[src/rtl/gcd_requester.sv]
// Initiator for the GCD engine start/done handshake: operand FIFO, single-job issue,
// result capture with sequence tag, and a watchdog that retires jobs whose done never comes.
module gcd_requester #(
    parameter int NBITS       = 32,
    parameter int DEPTH       = 4,
    parameter int TAG_W       = 4,
    parameter int TIMEOUT_CYC = 1024
) (
    input  logic             clk,
    input  logic             reset_n,
    input  logic             op_valid,
    output logic             op_ready,
    input  logic [NBITS-1:0] op_a,
    input  logic [NBITS-1:0] op_b,
    output logic [NBITS-1:0] eng_a,
    output logic [NBITS-1:0] eng_b,
    output logic             eng_start,
    input  logic [NBITS-1:0] eng_result,
    input  logic             eng_done,
    output logic             res_valid,
    input  logic             res_ready,
    output logic [NBITS-1:0] res_data,
    output logic [TAG_W-1:0] res_tag,
    output logic             res_err,
    output logic             busy
);

    localparam int PTR_W = $clog2(DEPTH);
    localparam int CNT_W = PTR_W + 1;
    localparam int WD_W  = $clog2(TIMEOUT_CYC);

    typedef enum logic [2:0] {IDLE, ISSUE, WAIT, HOLD, FLUSH} state_t;

    state_t             state, state_nx;
    logic [NBITS-1:0]   fifo_a [DEPTH];
    logic [NBITS-1:0]   fifo_b [DEPTH];
    logic [PTR_W-1:0]   wr_ptr, rd_ptr;
    logic [CNT_W-1:0]   count;
    logic [WD_W-1:0]    wd;
    logic [TAG_W-1:0]   tag;
    logic               flush_pend;
    logic               full, empty, push, pop;
    logic               done_ok, timed_out;

    assign full      = (count == CNT_W'(DEPTH));
    assign empty     = (count == '0);
    assign push      = op_valid && !full;
    assign done_ok   = (state == WAIT) && eng_done;
    assign timed_out = (state == WAIT) && !eng_done && (wd == WD_W'(TIMEOUT_CYC - 1));
    // The job stays at the FIFO head while in flight; it is only popped when retired.
    assign pop       = done_ok || timed_out;

    always_ff @(posedge clk or negedge reset_n) begin
        if (!reset_n) state <= IDLE;
        else          state <= state_nx;
    end

    always_comb begin
        state_nx = state;
        unique case (state)
            IDLE:  if (!empty) state_nx = ISSUE;
            ISSUE: state_nx = WAIT;
            WAIT:  if (pop) state_nx = HOLD;
            // A late done seen while holding the timeout result cancels the flush.
            HOLD:  if (res_ready) state_nx = (flush_pend && !eng_done) ? FLUSH : IDLE;
            FLUSH: if (eng_done) state_nx = IDLE;
            default: state_nx = IDLE;
        endcase
    end

    always_comb begin
        eng_start = (state == ISSUE);
        op_ready  = !full;
        busy      = (state != IDLE) || !empty;
    end

    always_ff @(posedge clk) begin
        if (push) begin
            fifo_a[wr_ptr] <= op_a;
            fifo_b[wr_ptr] <= op_b;
        end
    end

    always_ff @(posedge clk or negedge reset_n) begin
        if (!reset_n) begin
            wr_ptr <= '0;
            rd_ptr <= '0;
            count  <= '0;
        end else begin
            if (push) wr_ptr <= wr_ptr + 1'b1;
            if (pop)  rd_ptr <= rd_ptr + 1'b1;
            unique case ({push, pop})
                2'b10:   count <= count + 1'b1;
                2'b01:   count <= count - 1'b1;
                default: ;
            endcase
        end
    end

    always_ff @(posedge clk or negedge reset_n) begin
        if (!reset_n) begin
            eng_a      <= '0;
            eng_b      <= '0;
            wd         <= '0;
            tag        <= '0;
            flush_pend <= 1'b0;
            res_valid  <= 1'b0;
            res_data   <= '0;
            res_tag    <= '0;
            res_err    <= 1'b0;
        end else begin
            if (state == IDLE && !empty) begin
                eng_a <= fifo_a[rd_ptr];
                eng_b <= fifo_b[rd_ptr];
            end
            if (state == ISSUE)     wd <= '0;
            else if (state == WAIT) wd <= wd + 1'b1;

            if (done_ok) begin
                res_data <= eng_result;
                res_err  <= 1'b0;
            end else if (timed_out) begin
                res_data <= '0;
                res_err  <= 1'b1;
            end
            if (pop) begin
                res_tag   <= tag;
                res_valid <= 1'b1;
                tag       <= tag + 1'b1;
            end else if (state == HOLD && res_ready) begin
                res_valid <= 1'b0;
            end

            if (timed_out)
                flush_pend <= 1'b1;
            else if ((state == HOLD || state == FLUSH) && eng_done)
                flush_pend <= 1'b0;
        end
    end

endmodule

[config.mk]
export PLATFORM = sky130hd
export DESIGN_NAME = gcd_requester
export DESIGN_NICKNAME = d
export VERILOG_FILES = /design/src/rtl/gcd_requester.sv
export SDC_FILE = /design/constraint.sdc
export NUM_CORES = 1
export LEC_CHECK = 0
export CAP_MARGIN = 20
export CORE_UTILIZATION = 34
export DETAILED_ROUTE_END_ITERATION = 7
export PLACE_DENSITY = 0.56
export SYNTH_ARGS = -nofsm -noshare
export SYNTH_HDL_FRONTEND = slang
export SYNTH_SLANG_ARGS = --single-unit
[constraint.sdc]
create_clock -name clk -period 3.6 [get_ports clk]
set_clock_uncertainty 0.2 [all_clocks]
set_input_delay 0.72 -clock clk [delete_from_list [all_inputs] [get_ports clk]]
set_output_delay 0.72 -clock clk [all_outputs]
set_load 0.05 [all_outputs]
==> impl_results.md <==
* Routed len/inst at 20.4 µm
* Switching Share at 35.4%
* GRT overflow at 0
* Final hold vios at 0
* Clock slew at reported path FFs at 0.06 ns
* Startpoint class of the critical path: flip-flop
* HPWL Detailed at 18.9 mm
* Synth Instances at 699
* PD cells at 963 nW/µm²
* Area of the multi-input gates at 3280 µm²
* Unrepaired setup endpoints after global routing: false
* Comb pwr share at 37.6%
* Dpl cells at 1,425
* Syn nets at 808
* Buffers on Ports at 205
* Post-CTS Resized at 0
* Sw Pwr at 6360 µW
* Residual DRC at 0
* # clock sinks at 383
* Total number of vias at 7,387
* Final RePlAce weighted congestion at 0.782
* Die Y at 207 µm
* Critical path class: reg2out
* Initial antenna violation count at 3
* Syn Area/Cell at 20.5 µm²
* Slew Viols, Final at 0
* Reg power frac at 37.3%
* EDFF count, synth at 256
* Die area at 42,900 µm²
* Internal power at 11,600 µW
* Minimum clock period at 3.30 ns
* Rows at 74
* Clock H-tree levels at 2
* Clock root cell: clkbuf_16
* # fillers at 3,527
* Antenna diodes at 0
* Part of the power in the clock network at 25.1%
* Layout cells sized above 1 at 23.9%
* Yosys Warn Count at 0
* Non-Filler Instances at 1,505
* Data arrival, critical path at 2.38 ns
* Period utilisation layout at 91.7%
* Core Area at 41,200 µm²
* Layout Nets at 1,048
* DR pass1 iterations at 4
* Area grow syn2layout at 30.4%
* Worst-Skew Late Latency at 0.56 ns
* Crit Path Max Fanout at 15
* Worst EP required at 2.68 ns
* Achievable clock frequency at 303 MHz
* Vias/cell at 4.91
* Final WL at 30.8 mm
* Hold crit path type: reg2reg
* Pleak at 0.00667 µW
* Worst VDD drop at 445 µV
* # Max-Cap Violations at 0
* Worst-margin pin slew at 0.690 ns
* Cell variety after synth at 47
* Vias in the first global route at 7,809
* Initial Util at 34.7%
* CTS tree: done
* Predominant post-synthesis flop cell: edfxtp_1
* CTS buffer count at 43
* Status: finished, final reports clean
* Fin Setup TNS at 0 ns
* Final setup violation count at 0
* First-pass GRT wire length at 47.7 mm
* Post-route ant nets at 0
* FFs w/ async S/R, synth at 33.2%
* #FFs+latches synth at 383
* Post-synthesis sequential area ratio at 75.9%
* Detailed Route Iter0 Violations at 491
* Clk buf depth at 3
* Crit. End Element: output pin
* I/O Pins at 206
* FF/Latch Area at 10,900 µm²
* Slew headroom at 54.0%
* Global-route usage over all layers at 14.6%
* Post-synthesis cell area at 14,300 µm²
* Largest net degree at the start of global routing at 48
* Die W at 207 µm
* Post CTS Setup Buffer Count at 0
-- through the flow --
step	instance area (µm²)	utilization, %	hold WS (ns)	total power, µW	setup slack, ns
3_5_place_dp	17200	41.7	0.271	13700	0.541
4_1_cts	18700	45.3	0.279	18300	0.289
6_report	18700	45.3	0.268	18000	0.298
2_1_floorplan	14300	-	0.224	11300	0.444
5_1_grt	18700	45.3	0.293	18800	0.174
3_3_place_gp	17200	41.7	0.260	13600	0.554
-- repair_timing --
item / in CTS / in global routing
hold buffers: 1 / 0
endpoints found under the hold margin: 42 / 0
setup endpoints to repair: 0 / 0
-- Yosys cell counts (3+ instances only) --
master	number	share of area, %
a21oi_1	6	0.21
a22o_1	32	2.0
and3_1	5	0.22
buf_2	18	0.63
clkbuf_1	13	0.34
dfrtp_1	127	22
edfxtp_1	256	54
ha_1	7	0.61
inv_1	11	0.29
mux2_2	67	5.3
mux2_4	3	0.31
mux4_2	64	10
nand2_1	9	0.24
nand3_1	5	0.17
nand3b_1	3	0.16
nor2_1	8	0.21
nor3_1	5	0.17
o211ai_1	3	0.16
o21ai_0	11	0.38
or3_1	3	0.13
xnor2_1	7	0.43
-- worst paths after layout --
check / slack, ns / depth (start not counted) / endpoint / from
setup / recovery: 0.30 / 3 / busy / state[1]$_DFFE_PN0P_
hold / removal: 0.27 / 1 / tag[3]$_DFFE_PN0P_ / tag[3]$_DFFE_PN0P_
setup reg to reg: 0.83 / 11 / count[2]$_DFFE_PN0P_ / state[0]$_DFFE_PN0P_
max in group asynchronous: 1.89 / 3 / res_data[19]$_DFFE_PN0P_ / reset_n
hold reg to reg: 0.27 / 1 / tag[3]$_DFFE_PN0P_ / tag[3]$_DFFE_PN0P_
min in group asynchronous: 0.48 / 2 / eng_a[13]$_DFFE_PN0P_ / reset_n
-- registers in the layout, indices dropped and copies added (netlist names) --
signal / flops
fifo_a: 128
fifo_b: 128
eng_a: 32
eng_b: 32
res_data: 32
wd: 10
res_tag: 4
tag: 4
count: 3
state: 3
rd_ptr: 2
wr_ptr: 2
flush_pend: 1
res_err: 1
res_valid: 1
-- logic make-up after synthesis --
logic type / Yosys count / synth area share (%)
XOR/XNOR: 9 / 0.551
buffers and inverters: 44 / 1.36
flip-flops: 383 / 75.9
adder cells (fa/ha/maj): 8 / 0.752
AO/OA/AOI/OAI: 65 / 3.41
AND/OR/NAND/NOR: 54 / 2.20
multiplexers: 136 / 15.8
-- area by class of cell --
class                      count  share of cell area, %
multi-input combinational    272                   17.6
timing repair buffer         228                   12.4
clock buffer                  63                   6.67
tap                          532                   3.57
sequential                   383                   58.3
clock inverter                16                   1.26
inverter                      11                  0.221
-- per-layer routing --
layer / wire (µm) / GRT usage [%] / part of all wire (%) / up-vias
met5: 23 / 0 / 0.075 / -
met4: 640 / 4.97 / 2.1 / 4
met2: 14500 / 23.0 / 47 / 216
met3: 1850 / 4.02 / 6.0 / 54
li1: - / - / - / 3288
met1: 13800 / 19.5 / 45 / 3825
-- layout by cell type, fill, tap and decap left out, types with 3 or more instances in the layout --
master / Yosys / final
clkbuf_1: 13 / 13
o211ai_1: 3 / 3
inv_6: 0 / 3
nand2_1: 9 / 9
or3_1: 3 / 3
mux2_4: 3 / 3
clkdlybuf4s50_1: 0 / 204
clkinv_2: 0 / 4
a22o_1: 32 / 32
edfxtp_1: 256 / 256
buf_4: 0 / 15
mux2_2: 67 / 67
mux4_2: 64 / 64
a21oi_1: 6 / 6
dfrtp_1: 127 / 125
ha_1: 7 / 7
and3_4: 0 / 4
clkbuf_8: 0 / 5
inv_1: 11 / 11
o21ai_0: 11 / 11
nor2_1: 8 / 8
buf_12: 0 / 7
nand3_1: 5 / 5
xnor2_1: 7 / 7
bufinv_16: 0 / 5
nor3_1: 5 / 5
nand3b_1: 3 / 3
clkbuf_16: 0 / 45
-- power by group through the flow --
| stage | Combinational, µW | Sequential (µW) | Clock, µW |
|---|---|---|---|
| CTS | 6890 | 6730 | 4650 |
| floorplan | 2710 | 8560 | 0 |
| finish | 6770 | 6700 | 4510 |
| global route | 7160 | 6860 | 4810 |
| global placement | 6850 | 6780 | 0 |
| detailed placement | 6860 | 6810 | 0 |
-- critical path, stage by stage (launching register included) --
cell and delay, ns:
dfrtp_1 0.65, nor2_1 0.21, nand3b_1 0.15, clkdlybuf4s50_1 0.82
No activity file was read; power rests on OpenSTA's default activity.
